<file path="src/rtl/hazard_forward_unit.sv">
// EX/MEM-stage operand forwarding plus a per-register load scoreboard that stalls ID on load-use.
// Optional stall-cycle counter enabled by defining HAZARD_PERF_CNT_EN.
module hazard_forward_unit #(
    parameter int XLEN     = 64,
    parameter int NUM_SRC  = 2,
    parameter int REG_AW   = 5,
    parameter int LOAD_LAT = 1
) (
    input  logic                        i_clk,
    input  logic                        i_rst,
    input  logic                        i_id_valid,
    input  logic [NUM_SRC*REG_AW-1:0]   i_id_rs,
    input  logic [NUM_SRC-1:0]          i_id_rs_used,
    input  logic [REG_AW-1:0]           i_id_rd,
    input  logic                        i_id_rd_we,
    input  logic                        i_id_is_load,
    input  logic [NUM_SRC*REG_AW-1:0]   i_idex_rs,
    input  logic [NUM_SRC*XLEN-1:0]     i_idex_rs_value,
    input  logic [REG_AW-1:0]           i_exmem_rd,
    input  logic                        i_exmem_we,
    input  logic [XLEN-1:0]             i_exmem_rd_value,
    input  logic [REG_AW-1:0]           i_exmem_rs2,
    input  logic [XLEN-1:0]             i_exmem_rs2_value,
    input  logic                        i_exmem_mem_write,
    input  logic [REG_AW-1:0]           i_memwb_rd,
    input  logic                        i_memwb_we,
    input  logic [XLEN-1:0]             i_memwb_rd_value,
    input  logic [XLEN-1:0]             i_memwb_mem_data,
    input  logic                        i_memwb_mem_to_reg,
    output logic                        o_stall,
    output logic [NUM_SRC*XLEN-1:0]     o_exe_rs_value,
    output logic [NUM_SRC*2-1:0]        o_fwd_sel,
    output logic [XLEN-1:0]             o_mem_rs2_value,
    output logic [31:0]                 o_stall_count
);

    localparam int NREG = 1 << REG_AW;
    localparam int CW   = (LOAD_LAT < 1) ? 1 : $clog2(LOAD_LAT + 1);
    localparam logic [CW-1:0] LAT_INIT = CW'(LOAD_LAT);

    localparam logic [1:0] SEL_RF    = 2'd0;
    localparam logic [1:0] SEL_EXMEM = 2'd1;
    localparam logic [1:0] SEL_MEMWB = 2'd2;

    logic [CW-1:0]      cnt_q [NREG];
    logic [CW-1:0]      cnt_d [NREG];
    logic [NUM_SRC-1:0] slot_hazard;
    logic               stall;
    logic               issue;
    logic [XLEN-1:0]    wb_value;

    // ------------------------------------------------------------------
    // Load-use detection against the registered scoreboard
    // ------------------------------------------------------------------
    generate
        for (genvar gi = 0; gi < NUM_SRC; gi++) begin : g_hazard
            logic [REG_AW-1:0] id_rs;
            assign id_rs           = i_id_rs[gi*REG_AW +: REG_AW];
            assign slot_hazard[gi] = i_id_rs_used[gi] & (id_rs != '0) & (cnt_q[id_rs] != '0);
        end
    endgenerate

    assign stall   = i_id_valid & (|slot_hazard);
    assign issue   = i_id_valid & ~stall;
    assign o_stall = stall;

    // Counters age every cycle; an issuing writer of the same reg overrides the aging.
    always_comb begin
        for (int r = 0; r < NREG; r++) begin
            cnt_d[r] = (cnt_q[r] != '0) ? (cnt_q[r] - CW'(1)) : '0;
        end
        if (issue && i_id_rd_we) begin
            if (i_id_is_load) begin
                if (i_id_rd != '0) begin
                    cnt_d[i_id_rd] = LAT_INIT;
                end
            end else begin
                cnt_d[i_id_rd] = '0;
            end
        end
    end

    always_ff @(posedge i_clk) begin
        if (i_rst) begin
            for (int r = 0; r < NREG; r++) begin
                cnt_q[r] <= '0;
            end
        end else begin
            for (int r = 0; r < NREG; r++) begin
                cnt_q[r] <= cnt_d[r];
            end
        end
    end

    // ------------------------------------------------------------------
    // Execute operand forwarding, youngest producer wins
    // ------------------------------------------------------------------
    assign wb_value = i_memwb_mem_to_reg ? i_memwb_mem_data : i_memwb_rd_value;

    generate
        for (genvar gi = 0; gi < NUM_SRC; gi++) begin : g_fwd
            logic [REG_AW-1:0] ex_rs;
            logic [XLEN-1:0]   rf_value;
            logic [XLEN-1:0]   fwd_value;
            logic [1:0]        fwd_sel;

            assign ex_rs    = i_idex_rs[gi*REG_AW +: REG_AW];
            assign rf_value = i_idex_rs_value[gi*XLEN +: XLEN];

            always_comb begin
                fwd_sel   = SEL_RF;
                fwd_value = rf_value;
                if (ex_rs != '0) begin
                    if (i_exmem_we && (i_exmem_rd == ex_rs)) begin
                        fwd_sel   = SEL_EXMEM;
                        fwd_value = i_exmem_rd_value;
                    end else if (i_memwb_we && (i_memwb_rd == ex_rs)) begin
                        fwd_sel   = SEL_MEMWB;
                        fwd_value = wb_value;
                    end
                end
            end

            assign o_exe_rs_value[gi*XLEN +: XLEN] = fwd_value;
            assign o_fwd_sel[gi*2 +: 2]            = fwd_sel;
        end
    endgenerate

    // A store right behind a load of its data register picks the load data off WB.
    assign o_mem_rs2_value = (i_exmem_mem_write && i_memwb_we && i_memwb_mem_to_reg &&
                              (i_memwb_rd == i_exmem_rs2) && (i_exmem_rs2 != '0))
                             ? i_memwb_mem_data : i_exmem_rs2_value;

    // ------------------------------------------------------------------
    // Stall-cycle counter
    // ------------------------------------------------------------------
`ifdef HAZARD_PERF_CNT_EN
    logic [31:0] stall_count_q;
    logic [31:0] stall_count_d;

    always_comb begin
        stall_count_d = stall_count_q;
        if (stall && (stall_count_q != 32'hFFFF_FFFF)) begin
            stall_count_d = stall_count_q + 32'd1;
        end
    end

    always_ff @(posedge i_clk) begin
        if (i_rst) begin
            stall_count_q <= '0;
        end else begin
            stall_count_q <= stall_count_d;
        end
    end

    assign o_stall_count = stall_count_q;
`else
    assign o_stall_count = 32'd0;
`endif

endmodule
</file>
<file path="config.mk">
export PLATFORM = sky130hd
export DESIGN_NAME = hazard_forward_unit
export DESIGN_NICKNAME = d
export VERILOG_FILES = /design/src/rtl/hazard_forward_unit.sv
export SDC_FILE = /design/constraint.sdc
export NUM_CORES = 1
export LEC_CHECK = 0
export ABC_AREA = 1
export CAP_MARGIN = 10
export CORE_AREA = 2 2 255 257
export CTS_CLUSTER_DIAMETER = 40
export DETAILED_ROUTE_END_ITERATION = 6
export DIE_AREA = 0 0 257 259
export SKIP_LAST_GASP = 1
export SLEW_MARGIN = 20
export SYNTH_ARGS = -nofsm -noshare
export SYNTH_HDL_FRONTEND = slang
export SYNTH_SLANG_ARGS = --single-unit
</file>
<file path="constraint.sdc">
create_clock -name i_clk -period 2.6 [get_ports i_clk]
set_input_delay 0.26 -clock i_clk [delete_from_list [all_inputs] [get_ports i_clk]]
set_output_delay 0.26 -clock i_clk [all_outputs]
set_load 0.03 [all_outputs]
</file>
==> results of run 1 <==
## power breakdown
part | internal [uW] | switching [uW]
clock | 503 | 196
combinational | 1580 | 1630
sequential | 493 | 0.704
total | 2580 | 1820
## timing repair
action,in CTS,in global routing
resized for setup,54,51
endpoints found under the setup margin,144,149
buffers inserted,9,13
pin swaps,9,15
cloned,6,6
## metal layers
layer	global-route usage (%)	wire length [um]
met5	0	120
met1	22.6	27600
met3	7.81	7870
met4	7.11	2980
met2	34.1	33900
## worst min-delay path, stage by stage
cell and delay (ns):
clkdlybuf4s50_1 0.57, nor3_1 0.13, nand2_1 0.07, nor2_1 0.04
## worst paths after layout
check | startpoint | end | slack (ns) | cells after the start
setup reg to reg | cnt_q[10] | cnt_q[27] | 1.09 | 11
setup / recovery | i_exmem_rs2[2] | o_mem_rs2_value[6] | 0.04 | 7
hold / removal | i_id_rd[2] | cnt_q[8] | 0.84 | 4
hold reg to reg | cnt_q[26] | cnt_q[1] | 1.17 | 10
## through the flow
stage	util, %	TNS [ns]	setup WS (ns)
final	26.9	0	0.0369
after global routing	26.9	-0.242	-0.0530
after CTS	26.2	-0.0619	-0.0558
after detailed placement	25.4	-10.76	-0.500
after global placement	25.4	-15.88	-0.579
after floorplan	-	0	0.550
## cell families after synthesis
| family | count (synthesis) | synth area share [%] |
|---|---|---|
| xor gates and xnor gates | 4 | 0.502 |
| AOI/OAI and AO/OA | 153 | 11.3 |
| and+or+nand+nor | 1040 | 58.4 |
| DFF | 32 | 9.18 |
| other | 1 | 0.0537 |
| buffers and inverters | 287 | 20.6 |
## synth_stat cells, types with 13 or more instances
library cell    n
buf_4          41
nor2_2         20
o21ai_0       101
clkbuf_1       21
buf_2          24
nor2_1        301
buf_6          23
nor3_1         13
nand3_1        43
inv_1         168
o21ai_1        41
nand2_1       649
dfxtp_1        32
## layout make-up
class | count | area (um2)
Tap cell | 855 | 1070
Clock buffer | 7 | 153
Inverter | 174 | 656
Clock inverter | 1 | 30.0
Fill cell | 7087 | 46700
Multi-Input combinational cell | 1231 | 5240
Antenna cell | 10 | 25.0
Timing Repair Buffer | 794 | 9370
Sequential cell | 32 | 641
==> impl_metrics.yaml, run 1 <==
sta:
  min_period_ns: 2.56
  max_freq_mhz: 390
  grt_setup_unrepaired: "yes"
  setup-violations-final: 0
  timing.hold.ws_ns: 0.838
  slew_violations: 0
  fin_skew_ns: 0.00551
  slew_headroom_pct: 45.4
  hold_viol: 0
  post-route-period-util_pct: 98.6
  tightest_slew_ns: 0.811
synth:
  synthTopCellsByArea: "nand2_1 35%, nor2_1 16%, dfxtp_1 9.2%"
  avgSynthCellArea_um2: 4.60
  postSynthCellCount: 1517
  yosysTopAreaCell: "nand2_1"
  yosysTopAreaCellShare_pct: 34.9
  ys_seq_area_share_pct: 9.18
  netlist_area_um2: 6980
  ys_ff_latch: 32
  synth_edf_count: 0
  synth_ff_type: "dfxtp_1"
  yosysWarnings: 0
  async_flop_share_pct: 0
  ys_types: 34
placed_design:
  finalWeightedCongestion: 0.961
  placedCellCount: 3053
  port_buffers: 631
  dp_hpwl_um: 59500
  dpl-instance-area_um2: 16200
cts:
  cts_hold_buf: 0
  cts_sinks: 32
  cts.htree.levels: 2
  clockBufferDepth: 2
  path_clk_slew_ns: 0.05
  insertion_delay_ns: 0.28
  cts_tree: "built"
  clockRootBuffer: "clkbuf_16"
  cts_buffers: 5
floorplanning:
  num_io_pins: 664
  die_height_um: 259
  dieArea_um2: 66600
  initial_core_util_pct: 10.9
  core_area_um2: 63900
  rows: 93
  die_x_um: 257
route:
  via_count: 12200
  routedWlPerCell_um: 23.4
  initialDrtViolationCount: 906
  ant_nets: 0
  post_drt_via_cell_ratio: 3.94
  first_pass_iters: 5
  route.detailed.drc: 0
  routed_wl_um: 72500
pwr:
  powerDensity_nw_per_um2: 256
  irDropWorstVdd_v: 0.000225
  leakage_uw: 0.00830
  power.total_uw: 4400
setup_path:
  start_kind: "input pin"
  worst_ep_arrival_time_ns: 2.30
  crit_path_cell_trace: "clkdlybuf4s50_1 -> a221oi_1 -> nand4_1 -> buf_4 -> buf_16 -> o21ai_1 -> buf_12"
  critPathTopFamily: "buffers and inverters"
  endpoint_kind: "primary output"
  cp_max_fo: 56
  path_buf_inv: 4
  crit_required_ns: 2.34
  critPathKind: "input pin to primary output"
  critical_path.slowest_cell: "o21ai_1"
  slowest_delay_ns: 0.51
global_routing:
  grt_max_degree: 74
  grt_pass1_vias: 11900
  grt_usage_pct: 20.0
  grt_overflow: 0
  grt_first_pass_wirelength_um: 93100
  antenna_found_initial: 23
cells_and_area:
  top_register: "cnt_q"
  final_cell_area_um2: 17200
  areaGrowthSynthToFinish_pct: 146
  layout_common_cells: "645 x nand2_1, 409 x clkdlybuf4s50_1, 283 x nor2_1, 178 x buf_4, 165 x inv_1"
  layout_commonest_cell: "nand2_1"
  largest_reg_flops: 32
  layout.nets: 2673
  reg.largest.list: "cnt_q (32)"
  post_route_cells_drive_above_1_share_pct: 20.1
  stdcell_count: 3104
run:
  drv.max_cap_violation_count: 0
status:
  outcome: "completed"
min_path:
  hp-class: "input pin to flip-flop"
Note: power is estimated with default switching activity, not from simulation.
==> inputs of run 2 (changes only) <==
- TNS_END_PERCENT: not set -> 5
- clock period: 2.6 -> 3.3 ns (I/O delays scaled with it)
==> run 2 against run 1 <==
  * Register-to-register slack improved by 0.75 ns
  * Wire length is 7.4% lower
  * Non-clock buffer count fell by 107
  * Via count down 4.8%
  * Sequential power decreased by 21%
  * Combinational power down 27%
  * Worst hold slack improved by 0.035 ns
  * Critical path depth rose by 2
  * Setup slack better by 0.060 ns
==> impl_metrics.yaml, run 2 (synthesized netlist as in run 1, its figures left out) <==
placed_design:
  dp_hpwl_um: 58000
  finalWeightedCongestion: 0.968
  place_ws_ns: 0.0770
  dpl-instance-area_um2: 15500
  port_buffers: 631
floorplanning:
  core_area_um2: 63900
  num_io_pins: 664
  initial_core_util_pct: 10.9
  die_height_um: 259
  rows: 93
  die_x_um: 257
  dieArea_um2: 66600
cts:
  cts_hold_buf: 0
  cts_tree: "built"
  insertion_delay_ns: 0.27
  clockBufferDepth: 2
  cts_buffers: 5
  ctsResizeCount: 0
  path_clk_slew_ns: 0.05
  clockRootBuffer: "clkbuf_16"
  cts.htree.levels: 2
  cts_sinks: 32
  post_cts_buffers: 0
sta:
  setup-violations-final: 0
  timing.hold.ws_ns: 0.873
  hold_viol: 0
  tightest_slew_ns: 1.17
  slew_headroom_pct: 21.3
  post-route-period-util_pct: 97.1
  min_period_ns: 3.20
  fin_skew_ns: 0.00331
  max_freq_mhz: 312
  setup_ws_ns: 0.0968
  grt_setup_unrepaired: "yes"
  slew_violations: 0
global_routing:
  grt_overflow: 0
  grt_first_pass_wirelength_um: 89200
  antenna_found_initial: 18
  grt_usage_pct: 19.1
  grt_pass1_vias: 11400
  grt_max_degree: 77
pwr:
  leakage_uw: 0.00747
  power_frac_seq_pct: 12.3
  p_int_uw: 1790
  power.total_uw: 3170
  switching_share_pct: 43.3
  combPwrFrac_pct: 74.3
  irDropWorstVdd_v: 0.000173
  powerDensity_nw_per_um2: 202
  clkPwrFrac_pct: 13.4
  switchingPower_uw: 1370
route:
  initialDrtViolationCount: 964
  post_drt_via_cell_ratio: 3.89
  routed_wl_um: 67100
  routedWlPerCell_um: 22.4
  ant_nets: 0
  via_count: 11700
  first_pass_iters: 6
  route.detailed.drc: 0
setup_path:
  worst_ep_arrival_time_ns: 2.87
  crit_required_ns: 2.97
  cp_max_fo: 24
  start_kind: "input pin"
  endpoint_kind: "primary output"
  critPathKind: "input pin to primary output"
cells_and_area:
  top_register: "cnt_q"
  layout.nets: 2565
  n_fill_cell: 7202
  layout_common_cells: "649 x nand2_1, 444 x clkdlybuf4s50_1, 299 x nor2_1, 168 x inv_1, 144 x buf_12"
  post_route_cells_drive_above_1_share_pct: 13.3
  layout_commonest_cell: "nand2_1"
  reg.largest.list: "cnt_q (32)"
  areaGrowthSynthToFinish_pct: 124
  largest_reg_flops: 32
  fin_util_pct: 24.5
  final_cell_area_um2: 15700
status:
  outcome: "completed"
min_path:
  hp-class: "input pin to flip-flop"
run:
  drv.max_cap_violation_count: 0
## run 2: worst max-delay path, cell delays in order
cell	delay, ns
clkdlybuf4s50_1	0.55
o21ai_0	0.12
a211oi_1	0.31
nand2_1	0.24
and2_4	0.37
nand2_1	0.12
nand2_1	0.05
nor2_1	0.08
clkdlybuf4s50_1	0.69
## run 2: area by class of cell
| class | instances | area (um2) | share of cell area [%] |
|---|---|---|---|
| Clock buffer | 6 | 129 | 0.823 |
| Inverter | 174 | 656 | 4.19 |
| Sequential cell | 32 | 641 | 4.09 |
| Tap cell | 855 | 1070 | 6.83 |
| Timing Repair Buffer | 687 | 8080 | 51.6 |
| Clock inverter | 1 | 5.00 | 0.0320 |
| Multi-Input combinational cell | 1230 | 5060 | 32.3 |
| Antenna cell | 8 | 20.0 | 0.128 |
## run 2: power groups by stage
stage	Combinational (uW)	Sequential, uW	Clock, uW
CTS	2380	389	429
finish	2350	389	425
floorplan	871	396	0
global route	2480	388	447
detailed placement	2360	397	0
global placement	2370	397	0
## run 2: final timing paths
check,start,depth (start not counted),endpoint,slack [ns]
setup / recovery,i_idex_rs[3],9,o_exe_rs_value[63],0.1
hold / removal,i_id_rd[4],4,cnt_q[8],0.87
setup reg to reg,cnt_q[5],10,cnt_q[28],1.84
hold reg to reg,cnt_q[13],8,cnt_q[2],1.12
## run 2: stage by stage
stage | cells | setup TNS [ns]
after floorplan | 1549 | 0
after global placement | 2978 | 0
after detailed placement | 2978 | 0
after CTS | 2985 | 0
after global routing | 2989 | -0.0649
final | 2993 | 0
## run 2: metal layers
| metal | part of all wire [%] | global-route usage, % | routed length (um) |
|---|---|---|---|
| met1 | 36 | 20.3 | 23900 |
| met3 | 14 | 9.76 | 9300 |
| met2 | 46 | 32.7 | 31200 |
| met5 | 0.13 | 0 | 90 |
| met4 | 4.0 | 6.31 | 2680 |
